<file path="src/rtl/draw_polyline.sv">
// draw_polyline: walks a vertex list held in a synchronous buffer and feeds
// draw_line one segment at a time (N-1 segments, or N with the closing edge).
//
// Ports:
//   clk, reset        system clock, synchronous active-high reset
//   plot              start request, acted on at its rising edge while idle
//   busy              high from the cycle after start until the run ends
//   len               vertex count N, sampled at start (N < 2 is ignored)
//   color             RGB565 segment color, sampled at start
//   addr / data       buffer port: x of vertex i at 2i, y at 2i+1; data is
//                     valid one cycle after addr
//   line_plot         one-cycle request pulse to draw_line
//   line_busy         draw_line busy
//   line_x0..line_y1  segment endpoints, held from line_plot until done
//   line_color        color latched at start
//   state_dbg         current FSM state encoding
//
// Handshake: a rising plot edge in IDLE with len >= 2 starts a run and busy
// stays high until the last segment completes; edges while busy are dropped.
// Each segment is offered with a single-cycle line_plot, then line_busy must
// rise within c_ack_wait cycles (otherwise the segment is taken as done) and
// the segment is complete once line_busy falls again.
module draw_polyline #(
  parameter int c_addr_bits = 9,
  parameter bit c_closed    = 1'b0,
  parameter int c_ack_wait  = 4
) (
  input  logic                   clk,
  input  logic                   reset,
  input  logic                   plot,
  output logic                   busy,
  input  logic [c_addr_bits-1:0] len,
  input  logic [15:0]            color,
  output logic [c_addr_bits-1:0] addr,
  input  logic [15:0]            data,
  output logic                   line_plot,
  input  logic                   line_busy,
  output logic [15:0]            line_x0,
  output logic [15:0]            line_y0,
  output logic [15:0]            line_x1,
  output logic [15:0]            line_y1,
  output logic [15:0]            line_color,
  output logic [3:0]             state_dbg
);

  typedef enum logic [3:0] {
    S_IDLE      = 4'd0,
    S_RD_X0     = 4'd1,
    S_RD_Y0     = 4'd2,
    S_RD_X1     = 4'd3,
    S_RD_Y1     = 4'd4,
    S_REQ       = 4'd5,
    S_ACK       = 4'd6,
    S_DONE_WAIT = 4'd7,
    S_NEXT      = 4'd8
  } state_t;

  localparam int c_cnt_bits = $clog2(c_ack_wait + 1);

  state_t                 state_q, state_d;
  logic                   phase_q;          // 0: addr presented, 1: data valid
  logic                   plot_d;
  logic [c_addr_bits-1:0] len_q;
  logic [c_addr_bits-1:0] idx_q;
  logic [15:0]            v0x_q, v0y_q;     // vertex 0 kept for the closing edge
  logic                   closing_done_q;
  logic [c_cnt_bits-1:0]  ack_cnt_q;

  logic                   start;
  logic [c_addr_bits:0]   idx_plus2;
  logic                   more_reads;
  logic [c_addr_bits-1:0] next_vtx_addr;

  assign start     = (state_q == S_IDLE) && plot && !plot_d
                     && (len >= c_addr_bits'(2));
  // In NEXT the index is about to become idx+1; the vertex still to read is idx+2.
  assign idx_plus2  = {1'b0, idx_q} + (c_addr_bits + 1)'(2);
  assign more_reads = idx_plus2 < {1'b0, len_q};
  assign next_vtx_addr = {idx_plus2[c_addr_bits-2:0], 1'b0};

  assign busy      = (state_q != S_IDLE);
  assign line_plot = (state_q == S_REQ);
  assign state_dbg = state_q;

  always_comb begin
    state_d = state_q;
    case (state_q)
      S_IDLE:      if (start) state_d = S_RD_X0;
      S_RD_X0:     if (phase_q) state_d = S_RD_Y0;
      S_RD_Y0:     if (phase_q) state_d = S_RD_X1;
      S_RD_X1:     if (phase_q) state_d = S_RD_Y1;
      S_RD_Y1:     if (phase_q) state_d = S_REQ;
      S_REQ:       state_d = S_ACK;
      S_ACK: begin
        if (line_busy)
          state_d = S_DONE_WAIT;
        else if (ack_cnt_q == c_cnt_bits'(c_ack_wait - 1))
          state_d = S_NEXT;
      end
      S_DONE_WAIT: if (!line_busy) state_d = S_NEXT;
      S_NEXT: begin
        if (more_reads)
          state_d = S_RD_X1;
        else if (c_closed && !closing_done_q)
          state_d = S_REQ;
        else
          state_d = S_IDLE;
      end
      default:     state_d = S_IDLE;
    endcase
  end

  always_ff @(posedge clk) begin
    if (reset) begin
      state_q        <= S_IDLE;
      phase_q        <= 1'b0;
      plot_d         <= 1'b0;
      len_q          <= '0;
      idx_q          <= '0;
      v0x_q          <= '0;
      v0y_q          <= '0;
      closing_done_q <= 1'b0;
      ack_cnt_q      <= '0;
      addr           <= '0;
      line_x0        <= '0;
      line_y0        <= '0;
      line_x1        <= '0;
      line_y1        <= '0;
      line_color     <= '0;
    end else begin
      state_q   <= state_d;
      plot_d    <= plot;
      // Every read state lasts exactly two cycles; phase restarts on entry.
      phase_q   <= (state_d == state_q) ? ~phase_q : 1'b0;
      ack_cnt_q <= (state_q == S_ACK) ? ack_cnt_q + 1'b1 : '0;
      case (state_q)
        S_IDLE: begin
          if (start) begin
            len_q          <= len;
            line_color     <= color;
            idx_q          <= '0;
            closing_done_q <= 1'b0;
            addr           <= '0;
          end
        end
        S_RD_X0: if (phase_q) begin
          line_x0 <= data;
          v0x_q   <= data;
          addr    <= addr + 1'b1;
        end
        S_RD_Y0: if (phase_q) begin
          line_y0 <= data;
          v0y_q   <= data;
          addr    <= addr + 1'b1;
        end
        S_RD_X1: if (phase_q) begin
          line_x1 <= data;
          addr    <= addr + 1'b1;
        end
        S_RD_Y1: if (phase_q) line_y1 <= data;
        S_NEXT: begin
          line_x0 <= line_x1;
          line_y0 <= line_y1;
          idx_q   <= idx_q + 1'b1;
          if (more_reads) begin
            addr <= next_vtx_addr;
          end else if (c_closed && !closing_done_q) begin
            line_x1        <= v0x_q;
            line_y1        <= v0y_q;
            closing_done_q <= 1'b1;
          end
        end
        default: ;
      endcase
    end
  end

endmodule

</file>
<file path="config.mk">
export PLATFORM = sky130hd
export DESIGN_NAME = draw_polyline
export DESIGN_NICKNAME = d
export VERILOG_FILES = /design/src/rtl/draw_polyline.sv
export SDC_FILE = /design/constraint.sdc
export NUM_CORES = 1
export LEC_CHECK = 0
export BUFFER_PORTS_ARGS = -buffer_cell sky130_fd_sc_hd__buf_2
export CORE_AREA = 5 5 128 130
export CTS_BUF_LIST = sky130_fd_sc_hd__clkbuf_4
export DETAILED_ROUTE_END_ITERATION = 16
export DIE_AREA = 0 0 133 135
export GPL_TIMING_DRIVEN = 0
export PLACE_DENSITY = 0.68
export REMOVE_ABC_BUFFERS = 1
export SLEW_MARGIN = 20
export SYNTH_ARGS = -nofsm -noshare
export SYNTH_HDL_FRONTEND = slang
export SYNTH_SLANG_ARGS = --single-unit
</file>
<file path="constraint.sdc">
create_clock -name clk -period 8.23 [get_ports clk]
set_input_delay 0.823 -clock clk [delete_from_list [all_inputs] [get_ports clk]]
set_output_delay 0.823 -clock clk [all_outputs]
set_load 0.1 [all_outputs]
</file>
==> metrics.csv <==
stage;metric;value;unit
outcome;status;completed;
timing;RSZ-0062 raised after global routing;false;
routing;routed wire length;14.2;mm
routing;antenna violation net count after detailed routing;0;
synthesis;largest family of logic cells by synthesized area;simple AND/OR/NAND/NOR gates;
synthesis;Area contributors post-synth;dfxtp_1, nand2_1, nor2_1, mux2i_1, a21oi_1;
synthesis;mapped cell area;0.00517;mm2
routing;DR iter-0 viols;262;
clock_tree;# hold bufs at CTS;0;
floorplan;Die X-Extent;133;um
min_path;worst min path class;register to register;
synthesis;FF+latch count, synth;116;
pwr;Int Power;0.814;mW
timing;Final setup viols;0;
timing;Worst Max-Slew Pin Slew;0.977;ns
place;# port buffers;139;
place;GPL Wtd Cong;0.782;
setup_path;CP endpoint kind;register;
pwr;Leakage;2.73;nW
global_route;grt ovf;0;
setup_path;Buf/Inv on CP;2;
setup_path;critical path's top delay family;simple AND/OR/NAND/NOR gates;
pwr;Psw;0.399;mW
synthesis;sequential fraction of the synthesis area;0.449;
synthesis;Synthesis Warnings;0;
clock_tree;PostCTS Resize Cnt;0;
pwr;pwr/cell area;189;mW/mm2
run;Maximum Capacitance Violations;0;
setup_path;CP Class;register to register;
timing;Final Max Slew Viols;0;
setup_path;critical-path cell list;or4_4, a2111oi_4, buf_6, buf_6, o31ai_4, or3_1, a221oi_1;
cells_and_area;final-layout fill cell count;1525;
synthesis;Main synth FF type;dfxtp_1;
routing;Via-to-Cell Ratio;5.06;
clock_tree;clock buffer depth;2;
setup_path;Slowest cell on crit path;or4_4;
timing;FMAX;0.328;GHz
cells_and_area;nets;815;
synthesis;Synth Area in Compound Gates;0.171;
clock_tree;CTS tree;built;
timing;setup TNS;0;ns
clock_tree;Clk Latency, worst-skew pair;0.53;ns
pwr;Design Power;1.21;mW
clock_tree;Post-CTS Setup Bufs;0;
pwr;Comb power frac;0.185;
routing;DR pass1 iterations;5;
pwr;Max VDD drop;129;uV
clock_tree;Num CTS Buffers;17;
cells_and_area;Register Area;0.00232;mm2
synthesis;Post-Synth XOR/XNOR Area;0.0203;
setup_path;critical path arrival;3.49;ns
place;Post-DP HPWL;10.1;mm
cells_and_area;share of layout cells above drive strength 1;0.250;
floorplan;Row Count;45;
cells_and_area;Area Growth Syn to Fin;23.9;%
synthesis;count leader, synth;dfxtp_1;
timing;final hold vios;0;
routing;routed len/inst;14.8;um
setup_path;Worst path max stage delay;0.66;ns
cells_and_area;area occupied by multi-input gates;0.00265;mm2
synthesis;adder-cell share of the synthesized area;0.0339;
clock_tree;H-tree depth;4;
synthesis;fraction of registers with async set or reset after synthesis;0;
setup_path;CP Launch Type;register;
floorplan;core area;0.0150;mm2
pwr;switching share of power;0.329;
timing;Final period util;0.371;
setup_path;Crit path top cell by count;buf_6;
floorplan;die height;135;um
global_route;total track usage;0.155;
global_route;number of global-route vias before repair;4520;
synthesis;leading area contributor after synthesis;dfxtp_1;
pwr;Clk pwr share;0.328;
synthesis;number of synthesized flops with an enable pin;0;
synthesis;Unique masters post-synth;43;
global_route;first-pass GRT wire length;22.6;mm
floorplan;Initial Util;0.344;
floorplan;Die ar.;0.0180;mm2
synthesis;Post-synth top cells;dfxtp_1, nand2_1, nor2_1;
timing;Clock Skew;0.0149;ns
global_route;largest net degree at the start of global routing;64;
routing;Vias;4841;
timing;Relative slew margins;0.347;
clock_tree;clk slew on worst S/H paths;0.11;ns
synthesis;Mapped Avg Cell Area;8.25;um2
global_route;initial antenna violation count;1;
synthesis;Gate Count Post-Synth;627;
routing;drt drc;0;
timing;Min Clock Period, post-route;3.05;ns
setup_path;WP data required;8.67;ns
setup_path;CP max FO;18;
clock_tree;CTS Sinks;116;
synthesis;mux cell area share after synthesis;0.0682;
pwr;Sequential Power Share;0.487;
synthesis;Post-Synth Simple-Gate Area;0.212;
synthesis;Synth top area share;0.449;
floorplan;IO Count;140;
clock_tree;Clock Tree Root;clkbuf_4;
worst reg2reg max path, cell delays in order (launching register included):
cell and delay [ns]:
dfxtp_1 0.52, or4_4 0.66, a2111oi_4 0.56, buf_6 0.25
buf_6 0.18, o31ai_4 0.15, or3_1 0.42, a221oi_1 0.23
through the flow:
step                instances  hold WS, ns  cell area (um2)  utilization  setup WS (ns)
floorplan                 583        0.399             5000            -           3.94
global route              957        0.470             6410        0.426           4.95
detailed placement        925        0.415             6140        0.408           4.71
CTS                       956        0.431             6400        0.426           5.07
global placement          910        0.412             5940        0.395           2.44
finish                    957        0.429             6410        0.426           5.18
power groups by stage:
stage                     registers (mW)  clock network [mW]  logic (mW)
after floorplan                    0.691                   0      0.0755
after global placement             0.603                   0       0.218
after detailed placement           0.604                   0       0.224
after CTS                          0.591               0.412       0.225
after global routing               0.594               0.435       0.240
final                              0.591               0.397       0.225
layer usage:
metal / GRT usage / up-vias / wire (um)
li1: - / 2447 / -
met1: 0.202 / 2255 / 6520
met2: 0.248 / 128 / 6760
met3: 0.0421 / 11 / 692
met4: 0.0537 / 0 / 187
met5: 0 / - / 0
sequential cells by signal, summed over array words and instances, names as in the netlist:
signal,count
line_color,16
line_x0,16
line_x1,16
line_y0,16
line_y1,16
addr,9
idx_q,9
len_q,9
state_dbg,4
ack_cnt_q,3
phase_q,1
plot_d,1
worst paths after layout:
kind | depth (start not counted) | slack (ns) | startpoint | to
hold / removal | 1 | 0.43 | ack_cnt_q[0] | ack_cnt_q[0]
setup / recovery | 7 | 5.18 | state_dbg[3] | addr[6]
setup reg to reg | 7 | 5.18 | state_dbg[3] | addr[6]
hold reg to reg | 1 | 0.43 | ack_cnt_q[0] | ack_cnt_q[0]
final cells by class:
class                      instances  area share
sequential                       116       0.362
antenna                            1    0.000390
multi-input combinational        448       0.413
clock buffer                      19      0.0223
clock inverter                    12      0.0180
inverter                          19      0.0111
timing repair buffer             154       0.137
tap                              188      0.0367
placed cells by master, fill, tap and decap left out, types with 14 or more instances in the layout:
cell type  instances
a211oi_1          18
a21oi_1           53
a311oi_1          20
buf_2            138
clkbuf_4          19
dfxtp_1          116
ha_1              14
inv_1             19
mux2i_1           33
nand2_1          105
nor2_1            93
o21ai_0           14
kinds of logic after synthesis:
kind of cell               Yosys count
and+or+nand+nor                    255
AOI/OAI and AO/OA                  132
DFF                                116
buffers and inverters               63
muxes                               35
adders and majority gates           14
xor gates and xnor gates            12
Power figures use the tool's default switching activity.
